**src/rtl/vc_arbiter_pkg.sv**
```systemverilog
// vc_arbiter_pkg: shared state encoding, error-vector layout and default
// sizing for the virtual-channel arbiter slice.
package vc_arbiter_pkg;

  typedef enum logic {
    HALT = 1'b0,
    RUN  = 1'b1
  } arb_state_t;

  // Error vector layout {MF, VC0, VC1, D0, D1}
  localparam int ERR_W   = 5;
  localparam int ERR_MF  = 4;
  localparam int ERR_VC0 = 3;
  localparam int ERR_VC1 = 2;
  localparam int ERR_D0  = 1;
  localparam int ERR_D1  = 0;

  localparam int DEF_DATA_W     = 6;
  localparam int DEF_DEST_BIT   = 4;
  localparam int DEF_MAX_STARVE = 4;

  // Any flagged FIFO error halts arbitration.
  function automatic logic fifo_error(input logic [ERR_W-1:0] err);
    return err[ERR_MF] | err[ERR_VC0] | err[ERR_VC1] | err[ERR_D0] | err[ERR_D1];
  endfunction

endpackage

```
**src/rtl/vc_arbiter_if.sv**
```systemverilog
// vc_arbiter_if: FIFO-side bundle of the arbiter. The master modport is the
// arbiter (pops VCs, pushes Ds); the slave modport is the FIFO side.
interface vc_arbiter_if
  import vc_arbiter_pkg::*;
#(
  parameter int DATA_W = DEF_DATA_W
) ();

  logic              vc0_empty;
  logic              vc1_empty;
  logic [DATA_W-1:0] vc0_data;
  logic [DATA_W-1:0] vc1_data;
  logic              d0_almost_full;
  logic              d1_almost_full;
  logic              vc0_pop;
  logic              vc1_pop;
  logic              d0_push;
  logic              d1_push;
  logic [DATA_W-1:0] d0_data;
  logic [DATA_W-1:0] d1_data;

  modport master (
    input  vc0_empty, vc1_empty, vc0_data, vc1_data,
    input  d0_almost_full, d1_almost_full,
    output vc0_pop, vc1_pop,
    output d0_push, d1_push, d0_data, d1_data
  );

  modport slave (
    output vc0_empty, vc1_empty, vc0_data, vc1_data,
    output d0_almost_full, d1_almost_full,
    input  vc0_pop, vc1_pop,
    input  d0_push, d1_push, d0_data, d1_data
  );

endinterface

```
**src/rtl/vc_arb_grant.sv**
```systemverilog
// vc_arb_grant: per-channel eligibility, VC0-priority grant with a
// starvation escape for VC1, and the starvation counter.
module vc_arb_grant
  import vc_arbiter_pkg::*;
#(
  parameter int MAX_STARVE = DEF_MAX_STARVE
) (
  input  logic clk,
  input  logic reset,
  input  logic run,
  input  logic vc0_empty,
  input  logic vc1_empty,
  input  logic vc0_dest,
  input  logic vc1_dest,
  input  logic d0_almost_full,
  input  logic d1_almost_full,
  output logic grant0,
  output logic grant1
);

  localparam logic [3:0] STARVE_LIMIT = 4'(MAX_STARVE);

  logic [3:0] starve_cnt;
  logic       elig0;
  logic       elig1;
  logic       starve_hit;

  // A channel is eligible when its head word's destination has room; a
  // blocked VC0 head therefore never holds up an eligible VC1.
  always_comb begin
    elig0      = run && !vc0_empty && !(vc0_dest ? d1_almost_full : d0_almost_full);
    elig1      = run && !vc1_empty && !(vc1_dest ? d1_almost_full : d0_almost_full);
    starve_hit = (starve_cnt == STARVE_LIMIT);
    grant0     = 1'b0;
    grant1     = 1'b0;
    if (elig0 && elig1) begin
      grant1 = starve_hit;
      grant0 = !starve_hit;
    end else begin
      grant0 = elig0;
      grant1 = elig1;
    end
  end

  // Count VC0 wins over a waiting VC1; reset once VC1 is served or drains.
  always_ff @(posedge clk) begin
    if (!reset) begin
      starve_cnt <= 4'd0;
    end else if (vc1_empty || grant1) begin
      starve_cnt <= 4'd0;
    end else if (grant0 && elig1 && (starve_cnt < STARVE_LIMIT)) begin
      starve_cnt <= starve_cnt + 4'd1;
    end
  end

endmodule

```
**src/rtl/vc_arbiter.sv**
```systemverilog
// vc_arbiter: moves words from VC0/VC1 into D0/D1, routing on one word bit.
// Pops are combinational in the grant cycle; pushes follow one cycle later.
module vc_arbiter
  import vc_arbiter_pkg::*;
#(
  parameter int DATA_W     = DEF_DATA_W,
  parameter int DEST_BIT   = DEF_DEST_BIT,
  parameter int MAX_STARVE = DEF_MAX_STARVE
) (
  input  logic             clk,
  input  logic             reset,
  input  logic             active_in,
  input  logic [ERR_W-1:0] error_in,
  vc_arbiter_if.master     bus,
  output logic             idle_out
);

  arb_state_t        state_q;
  arb_state_t        state_d;
  logic              run;
  logic              grant0;
  logic              grant1;
  logic              any_pop;
  logic [DATA_W-1:0] sel_word;
  logic              sel_dest;
  logic              d0_push_q;
  logic              d1_push_q;
  logic [DATA_W-1:0] d0_data_q;
  logic [DATA_W-1:0] d1_data_q;

  // Run/halt state register; a change of enable or error lands a cycle later.
  always_ff @(posedge clk) begin
    if (!reset) begin
      state_q <= HALT;
    end else begin
      state_q <= state_d;
    end
  end

  // Next-state decode from the control FSM enable and the FIFO error vector.
  always_comb begin
    state_d = state_q;
    case (state_q)
      HALT: if (active_in && !fifo_error(error_in)) state_d = RUN;
      RUN:  if (!active_in || fifo_error(error_in)) state_d = HALT;
      default: state_d = HALT;
    endcase
  end

  assign run = reset && (state_q == RUN);

  vc_arb_grant #(
    .MAX_STARVE (MAX_STARVE)
  ) u_grant (
    .clk            (clk),
    .reset          (reset),
    .run            (run),
    .vc0_empty      (bus.vc0_empty),
    .vc1_empty      (bus.vc1_empty),
    .vc0_dest       (bus.vc0_data[DEST_BIT]),
    .vc1_dest       (bus.vc1_data[DEST_BIT]),
    .d0_almost_full (bus.d0_almost_full),
    .d1_almost_full (bus.d1_almost_full),
    .grant0         (grant0),
    .grant1         (grant1)
  );

  // Select the granted head word and its destination.
  always_comb begin
    any_pop  = grant0 || grant1;
    sel_word = grant1 ? bus.vc1_data : bus.vc0_data;
    sel_dest = sel_word[DEST_BIT];
  end

  // Output pipeline: register the popped word into its destination; data
  // holds between pushes and only the strobes qualify it.
  always_ff @(posedge clk) begin
    if (!reset) begin
      d0_push_q <= 1'b0;
      d1_push_q <= 1'b0;
      d0_data_q <= '0;
      d1_data_q <= '0;
    end else begin
      d0_push_q <= any_pop && !sel_dest;
      d1_push_q <= any_pop && sel_dest;
      if (any_pop && !sel_dest) d0_data_q <= sel_word;
      if (any_pop && sel_dest)  d1_data_q <= sel_word;
    end
  end

  // Idle when both channels are drained and nothing is being pushed.
  always_ff @(posedge clk) begin
    if (!reset) begin
      idle_out <= 1'b1;
    end else begin
      idle_out <= bus.vc0_empty && bus.vc1_empty && !d0_push_q && !d1_push_q;
    end
  end

  assign bus.vc0_pop = grant0;
  assign bus.vc1_pop = grant1;
  assign bus.d0_push = d0_push_q;
  assign bus.d1_push = d1_push_q;
  assign bus.d0_data = d0_data_q;
  assign bus.d1_data = d1_data_q;

endmodule

```
**src/flat_wrapper.sv**
```systemverilog
// flat-port wrapper written by rule: the top's interface ports become plain ports
module vc_arbiter_flat import vc_arbiter_pkg::*;
#(
  parameter int DATA_W     = DEF_DATA_W,
  parameter int DEST_BIT   = DEF_DEST_BIT,
  parameter int MAX_STARVE = DEF_MAX_STARVE
)
  (clk, reset, active_in, error_in, idle_out, bus_vc0_empty, bus_vc1_empty, bus_vc0_data, bus_vc1_data, bus_d0_almost_full, bus_d1_almost_full, bus_vc0_pop, bus_vc1_pop, bus_d0_push, bus_d1_push, bus_d0_data, bus_d1_data);
  vc_arbiter_if #(.DATA_W(DATA_W)) bus_i ();
  input  logic clk;
  input  logic reset;
  input  logic active_in;
  input  logic [ERR_W-1:0] error_in;
  output logic idle_out;
  input wire logic [$bits(bus_i.vc0_empty)-1:0] bus_vc0_empty;
  input wire logic [$bits(bus_i.vc1_empty)-1:0] bus_vc1_empty;
  input wire logic [$bits(bus_i.vc0_data)-1:0] bus_vc0_data;
  input wire logic [$bits(bus_i.vc1_data)-1:0] bus_vc1_data;
  input wire logic [$bits(bus_i.d0_almost_full)-1:0] bus_d0_almost_full;
  input wire logic [$bits(bus_i.d1_almost_full)-1:0] bus_d1_almost_full;
  output wire logic [$bits(bus_i.vc0_pop)-1:0] bus_vc0_pop;
  output wire logic [$bits(bus_i.vc1_pop)-1:0] bus_vc1_pop;
  output wire logic [$bits(bus_i.d0_push)-1:0] bus_d0_push;
  output wire logic [$bits(bus_i.d1_push)-1:0] bus_d1_push;
  output wire logic [$bits(bus_i.d0_data)-1:0] bus_d0_data;
  output wire logic [$bits(bus_i.d1_data)-1:0] bus_d1_data;
  assign bus_i.vc0_empty = bus_vc0_empty;
  assign bus_i.vc1_empty = bus_vc1_empty;
  assign bus_i.vc0_data = bus_vc0_data;
  assign bus_i.vc1_data = bus_vc1_data;
  assign bus_i.d0_almost_full = bus_d0_almost_full;
  assign bus_i.d1_almost_full = bus_d1_almost_full;
  assign bus_vc0_pop = bus_i.vc0_pop;
  assign bus_vc1_pop = bus_i.vc1_pop;
  assign bus_d0_push = bus_i.d0_push;
  assign bus_d1_push = bus_i.d1_push;
  assign bus_d0_data = bus_i.d0_data;
  assign bus_d1_data = bus_i.d1_data;
  vc_arbiter #(.DATA_W(DATA_W), .DEST_BIT(DEST_BIT), .MAX_STARVE(MAX_STARVE)) u_core (.clk(clk), .reset(reset), .active_in(active_in), .error_in(error_in), .bus(bus_i), .idle_out(idle_out));
endmodule
```
**config.mk**
```make
export PLATFORM = sky130hd
export DESIGN_NAME = vc_arbiter_flat
export DESIGN_NICKNAME = d
export VERILOG_FILES = /design/src/rtl/vc_arbiter_pkg.sv /design/src/rtl/vc_arbiter_if.sv /design/src/rtl/vc_arb_grant.sv /design/src/rtl/vc_arbiter.sv /design/src/flat_wrapper.sv
export SDC_FILE = /design/constraint.sdc
export NUM_CORES = 1
export LEC_CHECK = 0
export ABC_AREA = 1
export CAP_MARGIN = 20
export CORE_UTILIZATION = 40
export DETAILED_ROUTE_END_ITERATION = 8
export PLACE_DENSITY = 0.76
export SLEW_MARGIN = 30
export SYNTH_ARGS = -nofsm -noshare
export SYNTH_HDL_FRONTEND = slang
export SYNTH_SLANG_ARGS = --single-unit
```
**constraint.sdc**
```tcl
create_clock -name clk -period 1.4 [get_ports clk]
set_input_delay 0.42 -clock clk [delete_from_list [all_inputs] [get_ports clk]]
set_output_delay 0.42 -clock clk [all_outputs]
set_load 0.1 [all_outputs]
```
After elaboration in Yosys (flattened, before gate mapping)
Index checks and enable logic that the tools add are counted.

word-level totals
  output and inout port bits = 17
  register bits = 20
  word-level logic and storage cells = 52
  input bits = 24

cells by class
  magnitude comparators = 1
  mux-type cells = 8
  bitwise gates (word level) = 6
  eq/ne operators = 1
  $add $sub $neg = 1
  reductions and logical operators = 28

operators by type and width
  operator             count
  $logic_and 1x1->1    14
  $logic_not 1->1      10
  $mux 1               6
  $mux 6               1
  $add 4x1->4 const B  1
  $eq 4x3->1 const B   1
  $lt 4x3->1 const B   1
  $or 1x1->1           4
  $logic_or 1x1->1     3
  $not 1->1            2
  $pmux 1 s2           1
  $reduce_or 2->1      1

Longest topological paths before layout
  depth in word-level cells = 8
  depth in mapped cells = 11

Modules after synthesis
Synthesis repeated with hierarchy kept, for this count alone.

unflattened totals
  cells, all modules = 177
  area, all modules = 1,143.6 um^2

by module, submodules not included
  module        cells each  area each (um^2)  sequential area each (um^2)  instances
  vc_arbiter    125         804.5             320.3                        1
  vc_arb_grant  52          339.1             80.1                         1

Least setup slack after synthesis
OpenSTA, ideal clock, no wires.

  kind = in2out
  start point = input port reset
  end point = output port bus_vc1_pop
  path slack = -0.525 ns
  stages = 5
  data arrival time = 1.505 ns
  path buffers = 1
  cell sequence = buf_6 -> nand3_4 -> nor2_8 -> nand2_4 -> inv_1

on the way
  word-level cells in the longest chain between the ends = 5
  elaborated cells between the ends (all ways) = 7

ends and longest elaborated chain
  item                                                       RTL line                                text
  start: declaration                                         flat_wrapper.sv:11                      input logic reset;
  $logic_and 1x1->1 (*)                                      vc_arbiter.sv:50                        assign run = reset && (state_q == RUN);
  $logic_and 1x1->1, on equally long branches (2 in series)  vc_arb_grant.sv:31, vc_arb_grant.sv:32
  $logic_and 1x1->1                                          vc_arb_grant.sv:36                      if (elig0 && elig1) begin
  $mux 1 (*)                                                 vc_arb_grant.sv:36
  end: declaration                                           flat_wrapper.sv:22                      output wire logic [$bits(bus_i.vc1_pop)-1:0] bus_vc1_pop;

Every way passes the cells marked *; elsewhere a longest branch is shown, timed or not.

Final worst setup path
  start point = register u_core.u_grant.starve_cnt[1]
  end point = output port bus_vc1_pop

on the way
  word-level cells in the longest chain between the ends = 2

ends and longest elaborated chain
  item                      RTL line            text
  start: declaration        vc_arb_grant.sv:23  logic [3:0] starve_cnt;
  start signal: assignment  vc_arb_grant.sv:52  starve_cnt <= starve_cnt + 4'd1;
  $eq 4x3->1                vc_arb_grant.sv:33  starve_hit = (starve_cnt == STARVE_LIMIT);
  $mux 1                    vc_arb_grant.sv:36

No other way between the ends.

==> metrics.csv <==
stage,metric,value,unit
status,outcome,"finished, violations left",
status,failing checks,setup timing,
floorplanning,Die Area,0.00309,mm^2
floorplanning,Die Height,55.6,um
yosys,syn nets,194,
route,first-pass iteration count of the detailed router,4,
critical_path,crit path kind,flip-flop to primary output,
layout,Nets,258,
route,DR WL/cell,12.5,um
floorplanning,starting density of the core,42.0,%
timing,Post-Route Setup TNS,-2.67,ns
clocking,"Hold-fix buffers, CTS",0,
floorplanning,# rows,19,
floorplanning,I/O pins,41,
timing,Worst Skew,0.00710,ns
critical_path,R2R Path Start,u_core.u_grant.starve_cnt[1],
yosys,Synth top area share,34.9,%
route,antenna-violating nets left,0,
layout,# fillers,158,
timing,Tmin final,1.82,ns
yosys,"Distinct cells, synth",24,
placed_design,dpl hpwl,1930,um
power_and_ir_drop,total power,1.27,mW
layout,n_diodes,0,
yosys,Mapped Avg Cell Area,6.83,um^2
clocking,Root Buffer,clkbuf_4,
yosys,ys flop type,dfxtp_1,
timing,Slew @ Worst Pin,0.236,ns
timing,Tcrit/Tclk final,130,%
global_routing,first-pass GRT wire length,5260,um
clocking,clk sinks,20,
layout,Reg area,407,um^2
critical_path,R2R cell count,11,
route,1st-iter DRT viols,16,
clocking,clock buffer count from CTS,3,
yosys,Synth area leader,dfxtp_1,
timing,Slew headroom,84.2,%
job,max cap viols,0,
yosys,Post-Syn Area,0.00115,mm^2
timing,worst setup margin,-0.418,ns
critical_path,crit path to,bus_vc1_pop,
floorplanning,Core ar.,0.00273,mm^2
critical_path,r2r setup slk,-0.18,ns
floorplanning,die width,55.6,um
placed_design,Placed Instance Area,0.00186,mm^2
critical_path,Startpoint Class,flip-flop,
timing,Hold WS,0.435,ns
timing,endpoints failing setup,16,
yosys,Synth top cells by count,"inv_1, nand2_1, dfxtp_1",
clocking,clock slew at reported path FFs,0.13,ns
yosys,gate count of the mapped netlist,168,
power_and_ir_drop,"IR drop worst, VDD",608,uV
timing,RSZ-0062 raised after global routing,yes,
timing,fmax,550,MHz
yosys,largest cells by area after synthesis,"dfxtp_1, inv_1, nand2_1, nand3_1, nand2_4",
global_routing,GR Overflow Total,0,
yosys,synth warn,0,
global_routing,initial antenna violation count,0,
layout,design area,0.00214,mm^2
clocking,Clock Latency Late Sink,0.33,ns
critical_path,worst endpoint required time,0.98,ns
placed_design,I/O Buffers,40,
route,detailed-route wire length,3280,um
yosys,Seq cells post-synth,20,
clocking,clk buf depth,2,
layout,share of cells above drive strength 1,43.7,%
route,via count,1236,
global_routing,largest net degree at the start of global routing,13,
critical_path,Arrival @ worst endpoint,1.40,ns
yosys,post-synthesis sequential area ratio,34.9,%
critical_path,worst-path maximum fanout,2,
critical_path,crit path capture type,primary output,
min_path,hold crit path type,input pin to flip-flop,
yosys,Synth async-reset ratio,0,%
power_and_ir_drop,Pleak,0.980,nW
placed_design,gpl congestion,0.814,
timing,Slew Limit Fails,0,
critical_path,FF-to-FF End,u_core.bus.d0_data[1],
power_and_ir_drop,P per Cell Area,596,mW/mm^2
critical_path,Critical Path Start,u_core.u_grant.starve_cnt[1],
global_routing,Tot GR Track Use,21.1,%
route,drt drc,0,
clocking,CTS tree,yes,
yosys,most frequent cell after synthesis,inv_1,
route,Via density,4.72,
clocking,# H-tree levels,1,
layout,Multi-input gate area,718,um^2
timing,Hold Fails Final Rpt,0,
yosys,Post-synth EDFFs,0,
layout,Area Overhead vs Synth,86.4,%
global_routing,vias in the first global route,1256,
==> per-layer routing <==
layer	share of wire, %	track usage (%)
met5	0	0
met1	40	23.7
met4	2.6	9.64
met3	3.4	3.51
met2	54	38.6
==> cell usage in the layout, fill, tap and decap left out, drive strengths merged <==
cell	n
a21oi	3
and3	1
buf	42
bufinv	1
clkbuf	4
clkdlybuf4s15	2
clkdlybuf4s50	16
clkinvlp	1
dfxtp	20
dlygate4sd2	1
ha	2
inv	45
nand2	50
nand3	21
nand3b	1
nand4	1
nor2	15
nor3	1
nor3b	1
o21ai	2
o31ai	1
==> through the flow <==
step | std cells | worst slack (ns) | util [%]
2_1_floorplan | 168 | -0.378 | -
3_3_place_gp | 251 | -0.778 | 68.1
3_5_place_dp | 251 | -0.788 | 68.1
4_1_cts | 260 | -0.373 | 74.1
5_1_grt | 262 | -0.464 | 78.2
6_report | 262 | -0.418 | 78.2
==> registers in the layout, summed over array words and instances (netlist names) <==
register	count
u_core.u_grant.starve_cnt	4
u_core.bus.d1_data	6
u_core.bus.d0_push	1
u_core.idle_out	1
u_core.bus.d1_push	1
u_core.bus.d0_data	6
u_core.state_q	1
==> what timing repair did <==
item	CTS	global route
gates resized for setup	49	27
buffers inserted	6	3
pin swaps	15	10
endpoints found under the setup margin	20	20
==> cell families (layout without fill, tap and decap cells) <==
kind of cell               after synthesis  after routing  synth area share (%)
adders and majority gates                2              2                  2.18
DFF                                     20             20                  34.9
buffers and inverters                   49            112                  17.0
and+or+nand+nor                         91             91                  42.7
AOI/OAI and AO/OA                        6              6                  3.16
==> worst max-delay path: stages (launching register included) <==
cell and delay [ns]:
dfxtp_2 0.36, inv_2 0.05, ha_4 0.16, nand3_4 0.07
nand3_4 0.08, nand2_4 0.08, clkinvlp_4 0.09, buf_12 0.17
==> area by class of cell <==
cell class                 count  share of cell area, %
timing repair buffer          62                   34.8
multi-input combinational     99                   33.6
sequential                    20                   19.0
inverter                      46                   8.37
tap                           31                   1.81
clock inverter                 1                   1.40
clock buffer                   3                   1.05
==> power breakdown <==
group,switching [mW],internal (mW)
sequential,0.00256,0.570
clock,0.214,0.290
combinational,0.101,0.0961
==> worst min path at each step <==
stage                                 startpoint                           end  slack (ns)  cells after the start
floorplan           u_core.u_grant.starve_cnt[3]  u_core.u_grant.starve_cnt[3]        0.44                      2
global placement    u_core.u_grant.starve_cnt[2]  u_core.u_grant.starve_cnt[2]        0.46                      2
detailed placement  u_core.u_grant.starve_cnt[2]  u_core.u_grant.starve_cnt[2]        0.48                      2
CTS                                bus_vc1_empty               u_core.idle_out        0.46                      3
global route                       bus_vc1_empty               u_core.idle_out        0.47                      3
finish                             bus_vc1_empty               u_core.idle_out        0.43                      3
Note: power is estimated with default switching activity, not from simulation.
